$ cat src/rtl/cache_fill_ctrl.sv
// Cache line-fill controller: queues misses, issues one memory fetch at a time, then installs the tag in the LRU victim way.
// Optional macro CACHE_FILL_MERGE_EN merges a miss that matches an entry already queued.
module cache_fill_ctrl #(
    parameter int NUM_SETS    = 256,
    parameter int NUM_WAYS    = 8,
    parameter int TAG_WIDTH   = 20,
    parameter int QUEUE_DEPTH = 4,
    localparam int SET_INDEX_WIDTH = $clog2(NUM_SETS),
    localparam int WAY_INDEX_WIDTH = (NUM_WAYS > 1) ? $clog2(NUM_WAYS) : 1
) (
    input  logic                       clk,
    input  logic                       reset,
    input  logic                       miss_valid,
    input  logic [SET_INDEX_WIDTH-1:0] miss_set,
    input  logic [TAG_WIDTH-1:0]       miss_tag,
    output logic                       miss_ready,
    output logic                       mem_req_valid,
    output logic [SET_INDEX_WIDTH-1:0] mem_req_set,
    output logic [TAG_WIDTH-1:0]       mem_req_tag,
    input  logic                       mem_req_ready,
    input  logic                       mem_resp_valid,
    output logic                       lru_fill_en,
    output logic [SET_INDEX_WIDTH-1:0] lru_fill_set,
    input  logic [WAY_INDEX_WIDTH-1:0] lru_fill_way,
    output logic                       tag_write_en,
    output logic [SET_INDEX_WIDTH-1:0] tag_write_set,
    output logic [WAY_INDEX_WIDTH-1:0] tag_write_way,
    output logic [TAG_WIDTH-1:0]       tag_write_tag,
    output logic                       busy
);

    localparam int PTR_W = $clog2(QUEUE_DEPTH);
    localparam int CNT_W = PTR_W + 1;

    localparam logic [2:0] S_IDLE    = 3'd0;
    localparam logic [2:0] S_REQ     = 3'd1;
    localparam logic [2:0] S_WAIT    = 3'd2;
    localparam logic [2:0] S_LOOKUP  = 3'd3;
    localparam logic [2:0] S_CAPTURE = 3'd4;
    localparam logic [2:0] S_WRITE   = 3'd5;

    logic [2:0]                 state_q, state_d;
    logic [PTR_W-1:0]           rd_ptr_q, rd_ptr_d;
    logic [PTR_W-1:0]           wr_ptr_q, wr_ptr_d;
    logic [CNT_W-1:0]           count_q, count_d;
    logic [WAY_INDEX_WIDTH-1:0] victim_q, victim_d;

    logic [SET_INDEX_WIDTH-1:0] set_mem_q [QUEUE_DEPTH];
    logic [TAG_WIDTH-1:0]       tag_mem_q [QUEUE_DEPTH];

    logic                       full, empty, enq, deq, merge_hit;
    logic [SET_INDEX_WIDTH-1:0] head_set;
    logic [TAG_WIDTH-1:0]       head_tag;

    assign full     = (count_q == CNT_W'(QUEUE_DEPTH));
    assign empty    = (count_q == '0);
    assign deq      = (state_q == S_WRITE);
    assign head_set = set_mem_q[rd_ptr_q];
    assign head_tag = tag_mem_q[rd_ptr_q];

`ifdef CACHE_FILL_MERGE_EN
    // The head is excluded while it retires, otherwise the merged miss would be lost.
    always_comb begin
        merge_hit = 1'b0;
        for (int k = 0; k < QUEUE_DEPTH; k++) begin
            if ((CNT_W'(k) < count_q) && !(k == 0 && deq) &&
                (set_mem_q[rd_ptr_q + PTR_W'(k)] == miss_set) &&
                (tag_mem_q[rd_ptr_q + PTR_W'(k)] == miss_tag)) begin
                merge_hit = 1'b1;
            end
        end
    end
`else
    assign merge_hit = 1'b0;
`endif

    assign enq = miss_valid && !full && !merge_hit;

    always_comb begin
        rd_ptr_d = deq ? rd_ptr_q + PTR_W'(1) : rd_ptr_q;
        wr_ptr_d = enq ? wr_ptr_q + PTR_W'(1) : wr_ptr_q;
        count_d  = count_q;
        case ({enq, deq})
            2'b10:   count_d = count_q + CNT_W'(1);
            2'b01:   count_d = count_q - CNT_W'(1);
            default: count_d = count_q;
        endcase
    end

    always_comb begin
        state_d  = state_q;
        victim_d = (state_q == S_CAPTURE) ? lru_fill_way : victim_q;
        case (state_q)
            S_IDLE:    if (!empty) state_d = S_REQ;
            S_REQ:     if (mem_req_ready) state_d = S_WAIT;
            S_WAIT:    if (mem_resp_valid) state_d = S_LOOKUP;
            S_LOOKUP:  state_d = S_CAPTURE;
            S_CAPTURE: state_d = S_WRITE;
            S_WRITE:   state_d = S_IDLE;
            default:   state_d = S_IDLE;
        endcase
    end

    always_ff @(posedge clk) begin
        if (!reset) begin
            state_q  <= S_IDLE;
            rd_ptr_q <= '0;
            wr_ptr_q <= '0;
            count_q  <= '0;
            victim_q <= '0;
        end else begin
            state_q  <= state_d;
            rd_ptr_q <= rd_ptr_d;
            wr_ptr_q <= wr_ptr_d;
            count_q  <= count_d;
            victim_q <= victim_d;
        end
    end

    always_ff @(posedge clk) begin
        if (enq) begin
            set_mem_q[wr_ptr_q] <= miss_set;
            tag_mem_q[wr_ptr_q] <= miss_tag;
        end
    end

    assign miss_ready    = !full;
    assign mem_req_valid = (state_q == S_REQ);
    assign mem_req_set   = mem_req_valid ? head_set : '0;
    assign mem_req_tag   = mem_req_valid ? head_tag : '0;
    assign lru_fill_en   = (state_q == S_LOOKUP);
    assign lru_fill_set  = lru_fill_en ? head_set : '0;
    assign tag_write_en  = deq;
    assign tag_write_set = deq ? head_set : '0;
    assign tag_write_way = deq ? victim_q : '0;
    assign tag_write_tag = deq ? head_tag : '0;
    assign busy          = (state_q != S_IDLE) || !empty;

endmodule

$ cat config.mk
export PLATFORM = sky130hd
export DESIGN_NAME = cache_fill_ctrl
export DESIGN_NICKNAME = d
export VERILOG_FILES = /design/src/rtl/cache_fill_ctrl.sv
export SDC_FILE = /design/constraint.sdc
export NUM_CORES = 1
export LEC_CHECK = 0
export BUFFER_PORTS_ARGS = -buffer_cell sky130_fd_sc_hd__buf_2
export CORE_MARGIN = 2
export CORE_UTILIZATION = 45
export CTS_CLUSTER_SIZE = 25
export DETAILED_ROUTE_END_ITERATION = 6
export PLACE_DENSITY = 0.77
export RECOVER_POWER = 100
export SKIP_LAST_GASP = 1
export SYNTH_ARGS = -nofsm -noshare
export SYNTH_HDL_FRONTEND = slang
export SYNTH_SLANG_ARGS = --single-unit
$ cat constraint.sdc
create_clock -name clk -period 6.11 [get_ports clk]
set_input_delay 0.611 -clock clk [delete_from_list [all_inputs] [get_ports clk]]
set_output_delay 0.611 -clock clk [all_outputs]
set_load 0.01 [all_outputs]
==> metrics.md <==
| Metric | Value |
|---|---|
| Run status | `finished with violations` |
| Failing checks | `max-capacitance violations, max-slew violations` |
| Hold WS | `0.4470 ns` |
| Worst vdd ir | `309.7 uV` |
| Via count | `2841` |
| Ports | `108` |
| Reg2Reg Depth | `3` |
| Post-detail-place hpwl | `6.148 mm` |
| Most common cell after layout, fill and taps aside | `edfxtp_1` |
| Met1 wire length | `4.440 mm` |
| Maximum level of the CTS H-tree | `4` |
| CTS Buf Count | `17` |
| Slowest cell on crit path | `nor3b_1` |
| Die X | `112.1 um` |
| Synthesis-to-layout area growth | `20.74%` |
| Post-Syn Instances | `295` |
| Initial DRC count | `198` |
| Final TNS setup | `0 ns` |
| Top sig layer | `met4` |
| Setup bufs post-CTS | `0` |
| Highest achievable clock rate | `258.4 MHz` |
| Pwr Density | `326.3 mW/mm^2` |
| Critical path launch point | `state_q[0]` |
| First-pass GRT wire length | `15.78 mm` |
| Skew final | `0.005127 ns` |
| Syn nets | `337` |
| Vias per cell | `5.046` |
| Synth async-reset ratio | `0` |
| Final period util | `0.6334` |
| Chip height | `112.1 um` |
| Worst r2r dst | `set_mem_q[1][1]` |
| Number of synthesized flops with an enable pin | `112` |
| Slew Limit Fails | `159` |
| Worst EP arrival | `3.26 ns` |
| Total gr overflow | `0` |
| Crit start category | `flop` |
| Antenna violations before repair | `1` |
| CTS root buffer | `clkbuf_16` |
| Tightest Pin Transition | `2.194 ns` |
| Routed Antenna Nets | `0` |
| CP cell instances | `nor3b_1, clkbuf_1, and2_1, clkbuf_1` |
| Critical Path End Type | `primary output` |
| Port Buffers | `107` |
| GPL Wtd Cong | `0.6899` |
| Synth Warn # | `0` |
| Starting Density | `0.4608` |
| Core area | `0.01142 sq mm` |
| Antenna cells | `0` |
| Synth Area per Inst | `17.83 sq um` |
| Max-cap check violation count | `6` |
| CTS tree | `done` |
| Drt pass-1 iters | `4` |
| Seq/Total Area, Yosys | `0.6963` |
| Tot Pwr | `2.073 mW` |
| Crit path top cell by count | `clkbuf_1` |
| CTS resizes | `0` |
| Post-Syn Area | `0.005261 sq mm` |
| Worst hold path class | `primary input to flop` |
| Final worst setup slack | `2.240 ns` |
| Top_reg_cell synth | `edfxtp_1` |
| Maximum number of pins on one net before global-route repair | `35` |
| Number of distinct library cells after synthesis | `33` |
| CP peak stage delay | `1.30 ns` |
| Final setup vio count | `0` |
| All-Layer GR Usage | `0.1678` |
| Clock sink count | `127` |
| Crit path capture | `mem_req_tag[13]` |
| Worst-path clk slew | `0.05 ns` |
| Dpl cell area | `0.005894 sq mm` |
| Fin area | `0.006352 sq mm` |
| Register-to-Register Setup Slack | `2.79 ns` |
| DIE AREA | `0.01257 sq mm` |
| Final Hold Viols | `0` |
| Min cycle time layout | `3.870 ns` |
| Pre-CTS setup slack | `3.332 ns` |
| Vias in the first global route | `2868` |
| Metal2 WL | `5.051 mm` |
| DRC viols | `0` |
| Commonest non-fill, non-tap cells in the layout | `edfxtp_1, clkbuf_1, buf_2` |
| Slew headroom | `-0.4635` |
| Layout cells sized above 1 | `0.2214` |
| Number of synthesized register bits | `127` |
| CTS Buffer Depth | `2` |
| Required @ worst endpoint | `5.50 ns` |
| Skew-Pair Late Insertion Delay | `0.40 ns` |
| FF-to-FF Start | `count_q[0]` |
| Setup CP Type | `flop to primary output` |
| Nets | `449` |
| LEAKAGE | `2.209 nW` |
| WL/cell | `17.99 um` |
| RSZ-0062 raised after global routing | `false` |
| Critical path peak fanout | `18` |
| Post-Route WL | `10.13 mm` |
| Hold_buf cts | `0` |
| Rows | `39` |
| Met3 routed WL | `479 um` |
cell families (layout without fill, tap and decap cells):
kind of cell | Yosys count | after routing | synth area share
AOI/OAI and AO/OA | 7 | 7 | 0.009275
xor gates and xnor gates | 4 | 4 | 0.006660
adders and majority gates | 6 | 6 | 0.01570
buffers and inverters | 21 | 146 | 0.02402
DFF | 127 | 127 | 0.6963
muxes | 34 | 34 | 0.1370
and+or+nand+nor | 96 | 96 | 0.1111
worst max-delay path: cells and delay by family (launching register included):
family	cells	cell delay (ns)
DFF	1	0.50
and+or+nand+nor	2	1.53
buffers and inverters	2	0.83
how the worst min path moves through the flow:
stage                          startpoint          endpoint  cells after the start
after floorplan               victim_q[0]       victim_q[0]                      2
after global placement        victim_q[0]       victim_q[0]                      2
after detailed placement      victim_q[1]       victim_q[1]                      2
after CTS                    miss_tag[11]  tag_mem_q[2][11]                      1
after global routing          miss_set[0]   set_mem_q[1][0]                      1
final                     lru_fill_way[1]       victim_q[1]                      3
cell type report:
class                      instances  area (sq um)
fill                             955          5066
multi-input combinational        147          1466
clock inverter                    15         136.4
tap                              143         178.9
inverter                           5         18.77
timing repair buffer             109         462.9
sequential                       127          3664
clock buffer                      17         425.4
where the power goes:
part	internal [mW]	switching, mW
sequential	0.990	0.0143
clock	0.562	0.372
combinational	0.0513	0.0834
total	1.60	0.469
per-stage QoR:
step           instances    util
2_1_floorplan        295       -
3_3_place_gp         531  0.5162
3_5_place_dp         531  0.5162
4_1_cts              563  0.5654
5_1_grt              563  0.5563
6_report             563  0.5563
sequential cells by signal, summed over array words and instances, names as in the netlist, named ones only:
name,count
tag_mem_q,80
set_mem_q,32
count_q,3
state_q,3
victim_q,3
rd_ptr_q,2
wr_ptr_q,2
layer usage:
layer / vias up / track usage
li1: 1344 / -
met3: 15 / 0.05670
met2: 72 / 0.2699
met4: 0 / 0.05447
met5: - / 0
met1: 1410 / 0.2175
Yosys cell counts, types with 5 or more instances:
master,instances,share of area
and2_1,71,0.084
buf_2,6,0.0057
clkbuf_1,7,0.0050
dfxtp_1,15,0.057
edfxtp_1,112,0.64
ha_1,5,0.012
inv_1,5,0.0036
mux2i_1,6,0.011
mux4_1,8,0.040
mux4_2,20,0.086
nand2_1,5,0.0036
nor2_1,9,0.0064
Note: power is estimated with default switching activity, not from simulation.
